### src/rtl/mac_array_core.sv
// N x N signed MAC array: shadow/active weights, 4-cycle row pipeline, K-tile partial sums.
// Build option: MACARRAY_SAT_EN makes the column sum and partial-sum add saturate instead of wrap.
module mac_array_core #(
  parameter int N     = 4,
  parameter int DW    = 8,
  parameter int AW    = 16,
  parameter int MROWS = 4
) (
  input  logic                        CLK,
  input  logic                        RST,
  input  logic                        W_LOAD,
  input  logic [$clog2(N)-1:0]        W_ROW,
  input  logic [N*DW-1:0]             W_DATA,
  input  logic                        I_VALID,
  input  logic [N*DW-1:0]             I_DATA,
  input  logic                        I_LAST,
  input  logic                        ACC,
  output logic                        O_VALID,
  output logic [((MROWS > 1) ? $clog2(MROWS) : 1)-1:0] O_ROW,
  output logic [N*AW-1:0]             O_DATA,
  output logic                        TILE_DONE,
  output logic                        BUSY
);

  localparam int RW = (MROWS > 1) ? $clog2(MROWS) : 1;
  localparam int PW = 2 * DW;
  localparam int XW = ((AW > PW + 5) ? AW : PW + 5) + 1;
  localparam logic signed [XW-1:0] SMAX = {{(XW-AW+1){1'b0}}, {(AW-1){1'b1}}};
  localparam logic signed [XW-1:0] SMIN = {{(XW-AW+1){1'b1}}, {(AW-1){1'b0}}};

  function automatic logic [AW-1:0] fit(input logic signed [XW-1:0] x);
`ifdef MACARRAY_SAT_EN
    if (x > SMAX)      fit = SMAX[AW-1:0];
    else if (x < SMIN) fit = SMIN[AW-1:0];
    else               fit = x[AW-1:0];
`else
    fit = x[AW-1:0];
`endif
  endfunction

  logic [DW-1:0]          r_wsh  [N][N];
  logic [DW-1:0]          r_wact [N][N];
  logic                   r_pend;
  logic [RW-1:0]          r_rc;
  logic [AW-1:0]          r_p    [MROWS][N];

  logic                   r_v0, r_acc0, r_done0;
  logic [N*DW-1:0]        r_i0;
  logic [RW-1:0]          r_row0;
  logic                   r_v1, r_acc1, r_done1;
  logic signed [PW-1:0]   r_p1   [N][N];
  logic [RW-1:0]          r_row1;
  logic                   r_v2, r_acc2, r_done2;
  logic [AW-1:0]          r_s2   [N];
  logic [RW-1:0]          r_row2;
  logic                   r_v3, r_done3;
  logic [RW-1:0]          r_row3;
  logic [N*AW-1:0]        r_o3;

  logic                   w_start, w_commit, w_done;
  logic signed [XW-1:0]   w_col  [N];
  logic signed [XW-1:0]   w_add  [N];

  assign w_start  = I_VALID && (r_rc == '0);
  assign w_commit = w_start && r_pend;
  assign w_done   = I_LAST || (r_rc == RW'(MROWS - 1));

  always_comb begin
    for (int c = 0; c < N; c++) begin
      w_col[c] = '0;
      for (int k = 0; k < N; k++)
        w_col[c] = w_col[c] + XW'(r_p1[k][c]);
    end
  end

  always_comb begin
    for (int c = 0; c < N; c++) begin
      w_add[c] = XW'($signed(r_s2[c]));
      if (r_acc2)
        w_add[c] = w_add[c] + XW'($signed(r_p[r_row2][c]));
    end
  end

  always_ff @(posedge CLK) begin
    if (RST) begin
      for (int k = 0; k < N; k++)
        for (int c = 0; c < N; c++) begin
          r_wsh[k][c]  <= '0;
          r_wact[k][c] <= '0;
          r_p1[k][c]   <= '0;
        end
      for (int r = 0; r < MROWS; r++)
        for (int c = 0; c < N; c++)
          r_p[r][c] <= '0;
      for (int c = 0; c < N; c++)
        r_s2[c] <= '0;
      r_pend  <= 1'b0;
      r_rc    <= '0;
      r_v0    <= 1'b0;
      r_acc0  <= 1'b0;
      r_done0 <= 1'b0;
      r_i0    <= '0;
      r_row0  <= '0;
      r_v1    <= 1'b0;
      r_acc1  <= 1'b0;
      r_done1 <= 1'b0;
      r_row1  <= '0;
      r_v2    <= 1'b0;
      r_acc2  <= 1'b0;
      r_done2 <= 1'b0;
      r_row2  <= '0;
      r_v3    <= 1'b0;
      r_done3 <= 1'b0;
      r_row3  <= '0;
      r_o3    <= '0;
    end else begin
      if (W_LOAD)
        for (int c = 0; c < N; c++)
          r_wsh[W_ROW][c] <= W_DATA[c*DW +: DW];
      // The commit takes the pre-write shadow; a same-cycle write re-arms pending.
      if (W_LOAD)        r_pend <= 1'b1;
      else if (w_commit) r_pend <= 1'b0;
      if (w_commit)      r_wact <= r_wsh;

      if (I_VALID)
        r_rc <= w_done ? '0 : r_rc + 1'b1;

      r_v0    <= I_VALID;
      r_i0    <= I_DATA;
      r_row0  <= r_rc;
      r_acc0  <= ACC;
      r_done0 <= w_done;

      r_v1    <= r_v0;
      r_row1  <= r_row0;
      r_acc1  <= r_acc0;
      r_done1 <= r_done0;
      for (int k = 0; k < N; k++)
        for (int c = 0; c < N; c++)
          r_p1[k][c] <= $signed(r_i0[k*DW +: DW]) * $signed(r_wact[k][c]);

      r_v2    <= r_v1;
      r_row2  <= r_row1;
      r_acc2  <= r_acc1;
      r_done2 <= r_done1;
      for (int c = 0; c < N; c++)
        r_s2[c] <= fit(w_col[c]);

      r_v3    <= r_v2;
      r_done3 <= r_v2 & r_done2;
      if (r_v2) begin
        r_row3 <= r_row2;
        for (int c = 0; c < N; c++) begin
          r_o3[c*AW +: AW] <= fit(w_add[c]);
          r_p[r_row2][c]   <= fit(w_add[c]);
        end
      end
    end
  end

  assign O_VALID   = r_v3;
  assign O_ROW     = r_row3;
  assign O_DATA    = r_o3;
  assign TILE_DONE = r_done3;
  assign BUSY      = r_v0 | r_v1 | r_v2 | r_v3 | (r_rc != '0);

endmodule
### config.mk
export PLATFORM = sky130hd
export DESIGN_NAME = mac_array_core
export DESIGN_NICKNAME = d
export VERILOG_FILES = /design/src/rtl/mac_array_core.sv
export SDC_FILE = /design/constraint.sdc
export NUM_CORES = 2
export LEC_CHECK = 0
export ABC_AREA = 1
export BUFFER_PORTS_ARGS = -buffer_cell sky130_fd_sc_hd__buf_2
export CORE_ASPECT_RATIO = 0.5
export CORE_MARGIN = 4
export CORE_UTILIZATION = 59
export CTS_CLUSTER_DIAMETER = 60
export DETAILED_ROUTE_END_ITERATION = 8
export PLACE_DENSITY = 0.78
export SLEW_MARGIN = 10
export SYNTH_ARGS = -nofsm -noshare
export SYNTH_HDL_FRONTEND = slang
export SYNTH_SLANG_ARGS = --single-unit
### constraint.sdc
create_clock -name CLK -period 4.5 [get_ports CLK]
set_input_delay 0.225 -clock CLK [delete_from_list [all_inputs] [get_ports CLK]]
set_output_delay 0.225 -clock CLK [all_outputs]
set_load 0.02 [all_outputs]
==> After elaboration in Yosys (flattened, before gate mapping) <==
Memories as Yosys holds them, arrays and structs flattened. A register that Yosys moved wholly into a read port is not among the register bits.
Index checks and enable logic that the tools add are counted.
{ "word_totals": {"reg_bits": 374, "ramBits": 576, "in_bits": 72, "out_inout_bits": 69, "n_memories": 3} }
{ "op_classes": {"n_addsub": 17, "n_mul": 16, "n_lt_le_gt_ge": 2, "eq_ne": 1, "muxes": 49, "n_bitwise": 26, "n_reduce_logical": 8} }
{ "mem_list": {"columns": ["memory", "depth", "width", "read_ports", "rd_ports_with_merged_regs", "write_ports", "line_no", "source"], "rows": [
  ["r_p", 4, 64, 1, 1, 4, "45", "logic [AW-1:0] r_p [MROWS][N];"],
  ["r_p1", 4, 64, 4, 0, 4, "51", "logic signed [PW-1:0] r_p1 [N][N];"],
  ["r_s2", 4, 16, 4, 0, 4, "54", "logic [AW-1:0] r_s2 [N];"]
]} }
{ "op_table": {"columns": ["op", "count"], "rows": [
  ["$bwmux 128", 4],
  ["$mux 16", 25],
  ["$add 16x16->16", 16],
  ["$demux 32 s2", 4],
  ["$mul 8x8->16", 16],
  ["$mux 64", 1],
  ["$reduce_or 64->1", 1],
  ["$mux 32", 1],
  ["$mux 24", 1],
  ["$or 1x1->1", 24],
  ["$mux 1", 9],
  ["$mux 8", 1],
  ["$mux 2", 3],
  ["$reduce_bool 2->1", 2],
  ["$ge 3x3->1 const B", 1],
  ["$logic_and 1x1->1", 3],
  ["$lt 3x1->1 const B", 1],
  ["$not 2->3", 1],
  ["$add 2x1->2 const B", 1],
  ["$eq 2x2->1 const B", 1],
  ["$logic_not 2->1", 1],
  ["$and 1x1->1", 1],
  ["$logic_or 1x1->1", 1]
]} }

==> Longest topological paths before layout <==
{ "depth": {"depth_word": 9, "depth_mapped": 22, "ltp_nobuf": 19} }

==> Worst setup path after synthesis <==
No wires, ideal clock.
{ "synth_path": {"path_kind": "register -> register", "startpoint": "reg r_i0[7]", "endpoint": "mem r_p1[0][15] in the netlist's numbering", "arrival_time_ps": 4072, "setup_slack_ps": 315, "stages_incl_launch_ff": 18, "period_less_slack_ps": 4185, "path_cell_list": "dfxtp_1 > clkbuf_1 > nand2_1 > fa_1 > inv_1 > fa_1 > inv_1 > fa_1 > inv_1 > fa_1 > ha_1 > inv_1 > nor3_1 > inv_1 > o211ai_1 > nand2_1 > nand2_1 > nor2_1"} }
{ "synth_rtl": {"columns": ["item", "line_no", "source"], "rows": [
  ["from (decl)", "48", "logic [N*DW-1:0] r_i0;"],
  ["from (signal assigned)", "102", "r_i0 <= '0;"],
  ["from (signal assigned)", "129", "r_i0 <= I_DATA;"],
  ["to (decl)", "51", null]
]} }

==> flow_metrics.tcl <==
set metrics [dict create \
    status "finished, final reports clean" \
    crit_type "reg2reg" \
    max-cap-violations 0 \
    clkLatencyLatePin_ps 750 \
    fin_setup_tns_ps 0 \
    yosysUniqueCellTypes 49 \
    power.share.sequential 0.383 \
    crit_family "adder cells" \
    switchingPower_mw 9.753 \
    drt-wirelength-per-cell_um 18.84 \
    finalSetupViolations 0 \
    syn_inst 10310 \
    fin_hold_ws_ps 56.78 \
    synth.largest_area_cell "fa_1" \
    layout_commonest_cell "inv_1" \
    p_int_mw 16.99 \
    drive_gt1_frac 0.05510 \
    synth_area_um2 82310 \
    critPathRequiredTime_ps 5120 \
    cts_buffers 95 \
    dp_hpwl_um 173200 \
    slowest_delay_ps 540 \
    finalHoldViolCount 0 \
    synth_warnings 0 \
    ant_nets 0 \
    ir_worst_vdd_mv 0.3155 \
    cts_max_level 3 \
    area_growth_pct 8.886 \
    gp_congestion 0.9769 \
    powerDensity_nw_per_um2 298.4 \
    grt_pass1_wl_um 361900 \
    crit_path_frequent_cell "inv_1" \
    via_per_inst 5.416 \
    drt_first_iter_violations 6659 \
    cts-root-buf "clkbuf_16" \
    power_frac_comb 0.290 \
    die_width_um 536.2 \
    avgSynthCellArea_um2 7.987 \
    worst_pin_slew_ps 1107 \
    synth_edf_count 256 \
    grt_pass1_vias 64740 \
    seq_area_frac_synth 0.2622 \
    async_reset_ff_frac 0 \
    period_share 0.9623 \
    clock-sinks 950 \
    grt_antenna_before_repair 30 \
    die_h_um 272.1 \
    fmax_mhz 230.9 \
    wl_um 232100 \
    power_mw 26.75 \
    cp-start-kind "flip-flop" \
    worst-path-max-fanout 32 \
    swShare 0.3647 \
    die_area_um2 145900 \
    fin_skew_ps 50.75 \
    slew_headroom 0.2540 \
    rows 96 \
    path_buf_inv 6 \
    io_pins 141 \
    cts_tree "built" \
    period_needed_ps 4330 \
    path_cells "buf_12 > nand2_1 > inv_1 > fa_1 > inv_1 > fa_1 > inv_1 > fa_1 > inv_1 > fa_1 > inv_1 > ha_1 > a21oi_2 > o21ai_1 > a21oi_1 > o21bai_1 > o21ai_0 > a21oi_1" \
    track_usage 0.3201 \
    hold_class "in2reg" \
    cp-end-kind "flip-flop" \
    crit_arrival_ps 4950 \
    nets 12000 \
    worst_slack_ps 169.9 \
    nFillCells 11390 \
    mostFrequentLayoutCells "inv_1 (2727), nand2_1 (1754), fa_1 (994), nor2_1 (841), dfxtp_1 (684)" \
    synth_nets 11970 \
    ys_ff_latch 950 \
    grt_start_max_net_pins 198 \
    clock_path_buffers 3 \
    clk_pin_slew_ps 70 \
    p_leak_nw 48.35 \
    core-area_um2 137900 \
    finalMaxSlewViolations 0 \
    synth_ff_type "dfxtp_1" \
    io_buffers 140 \
    drcViolationCount 0 \
    p_clk_frac 0.327 \
    crit_path_top_delay_cell "fa_1" \
    place_ws_ps 169.2 \
    initial_core_util 0.5969 \
    routed-via-count 66740 \
    grt-ovfl-total 0 \
    firstDrtPassIters 6 \
    fin_util 0.6500 \
    synth_top_area_share 0.2442 \
    yosys-top-cells-area "fa_1 (24%), dfxtp_1 (17%), inv_1 (12%), edfxtp_1 (9.3%), ha_1 (8.9%)" \
]
## tightest hold or removal path: cells and delay by family
family | cells | cell delay [ps]
buffers and inverters | 1 | 260
AOI/OAI and AO/OA | 1 | 210
and+or+nand+nor | 1 | 50
## state kept, by name, indices dropped and copies added, names as in the netlist, 2 cells and up
signal / count
O_ROW: 2
r_wsh: 128
r_wact: 128
r_p: 256
r_rc: 2
r_i0: 32
r_s2: 64
r_row0: 2
r_p1: 256
O_DATA: 64
r_row2: 2
r_row1: 2
## cell type report
class | count | area [µm²] | area share
multi-input combinational | 6200 | 48990 | 0.5466
sequential | 950 | 21600 | 0.2410
inverter | 2736 | 10280 | 0.1147
timing repair buffer | 354 | 2895 | 0.03230
clock buffer | 123 | 2634 | 0.02939
tap | 1862 | 2330 | 0.02599
clock inverter | 55 | 797.0 | 0.008893
antenna | 43 | 107.6 | 0.001201
## metrics by stage
step / std cells / cell area, µm²
detailed placement: 12030 / 85230
global placement: 12030 / 85230
global route: 12290 / 89550
finish: 12320 / 89630
floorplan: 10310 / 82310
CTS: 12280 / 89300
## cells in the mapped netlist, types with 45 or more instances
library cell and number:
nor2_1 843, o21ai_0 534, nand3_1 242, clkbuf_1 337, a21oi_1 607, nand2_1 1765, fa_1 1004, xnor2_1 92
buf_2 63, ha_1 586, a22oi_1 101, nand4_1 46, inv_1 2730, edfxtp_1 256, nor3_1 75, xor2_1 45
dfxtp_1 694
## kinds of logic after synthesis
family | Yosys count | share of synthesized area
compound gates | 1416 | 0.09466
xor+xnor | 137 | 0.01458
fa+ha+maj | 1590 | 0.3333
buf+inv | 3156 | 0.1453
flops | 950 | 0.2622
mux | 8 | 0.001581
simple gates | 3049 | 0.1484
## power groups by stage
stage / clock network [mW] / logic [mW] / registers (mW)
2_1_floorplan: 0 / 5.37 / 9.92
3_3_place_gp: 0 / 7.28 / 10.4
3_5_place_dp: 0 / 7.45 / 10.4
4_1_cts: 8.83 / 7.56 / 10.2
5_1_grt: 9.20 / 8.70 / 10.3
6_report: 8.75 / 7.75 / 10.2
## timing repair
item / 4_1_cts / 5_1_grt
gates resized for setup: 0 / 61
buffers inserted: 0 / 3
hold buffers: 64 / 0
hold endpoints to repair: 121 / 0
setup endpoints to repair: 0 / 41
## path summary, 6_finish.rpt
check,from,slack [ps],end,cells past startpoint
worst max-delay path,r_i0[7],170,r_p1[0][60],18
worst min-delay path,W_DATA[15],60,r_wsh[119],3
worst max register to register,r_i0[7],170,r_p1[0][60],18
worst min register to register,r_done0,400,r_done1,2
## metal layers
layer,GRT usage,vias up,wire (µm),part of all wire
met5,0,-,46,0.00020
met4,0.1385,6,10810,0.047
met3,0.07725,562,25440,0.11
met2,0.4811,3086,99690,0.43
met1,0.4434,32040,96140,0.41
li1,-,31040,-,-
Note: power is estimated with default switching activity, not from simulation.
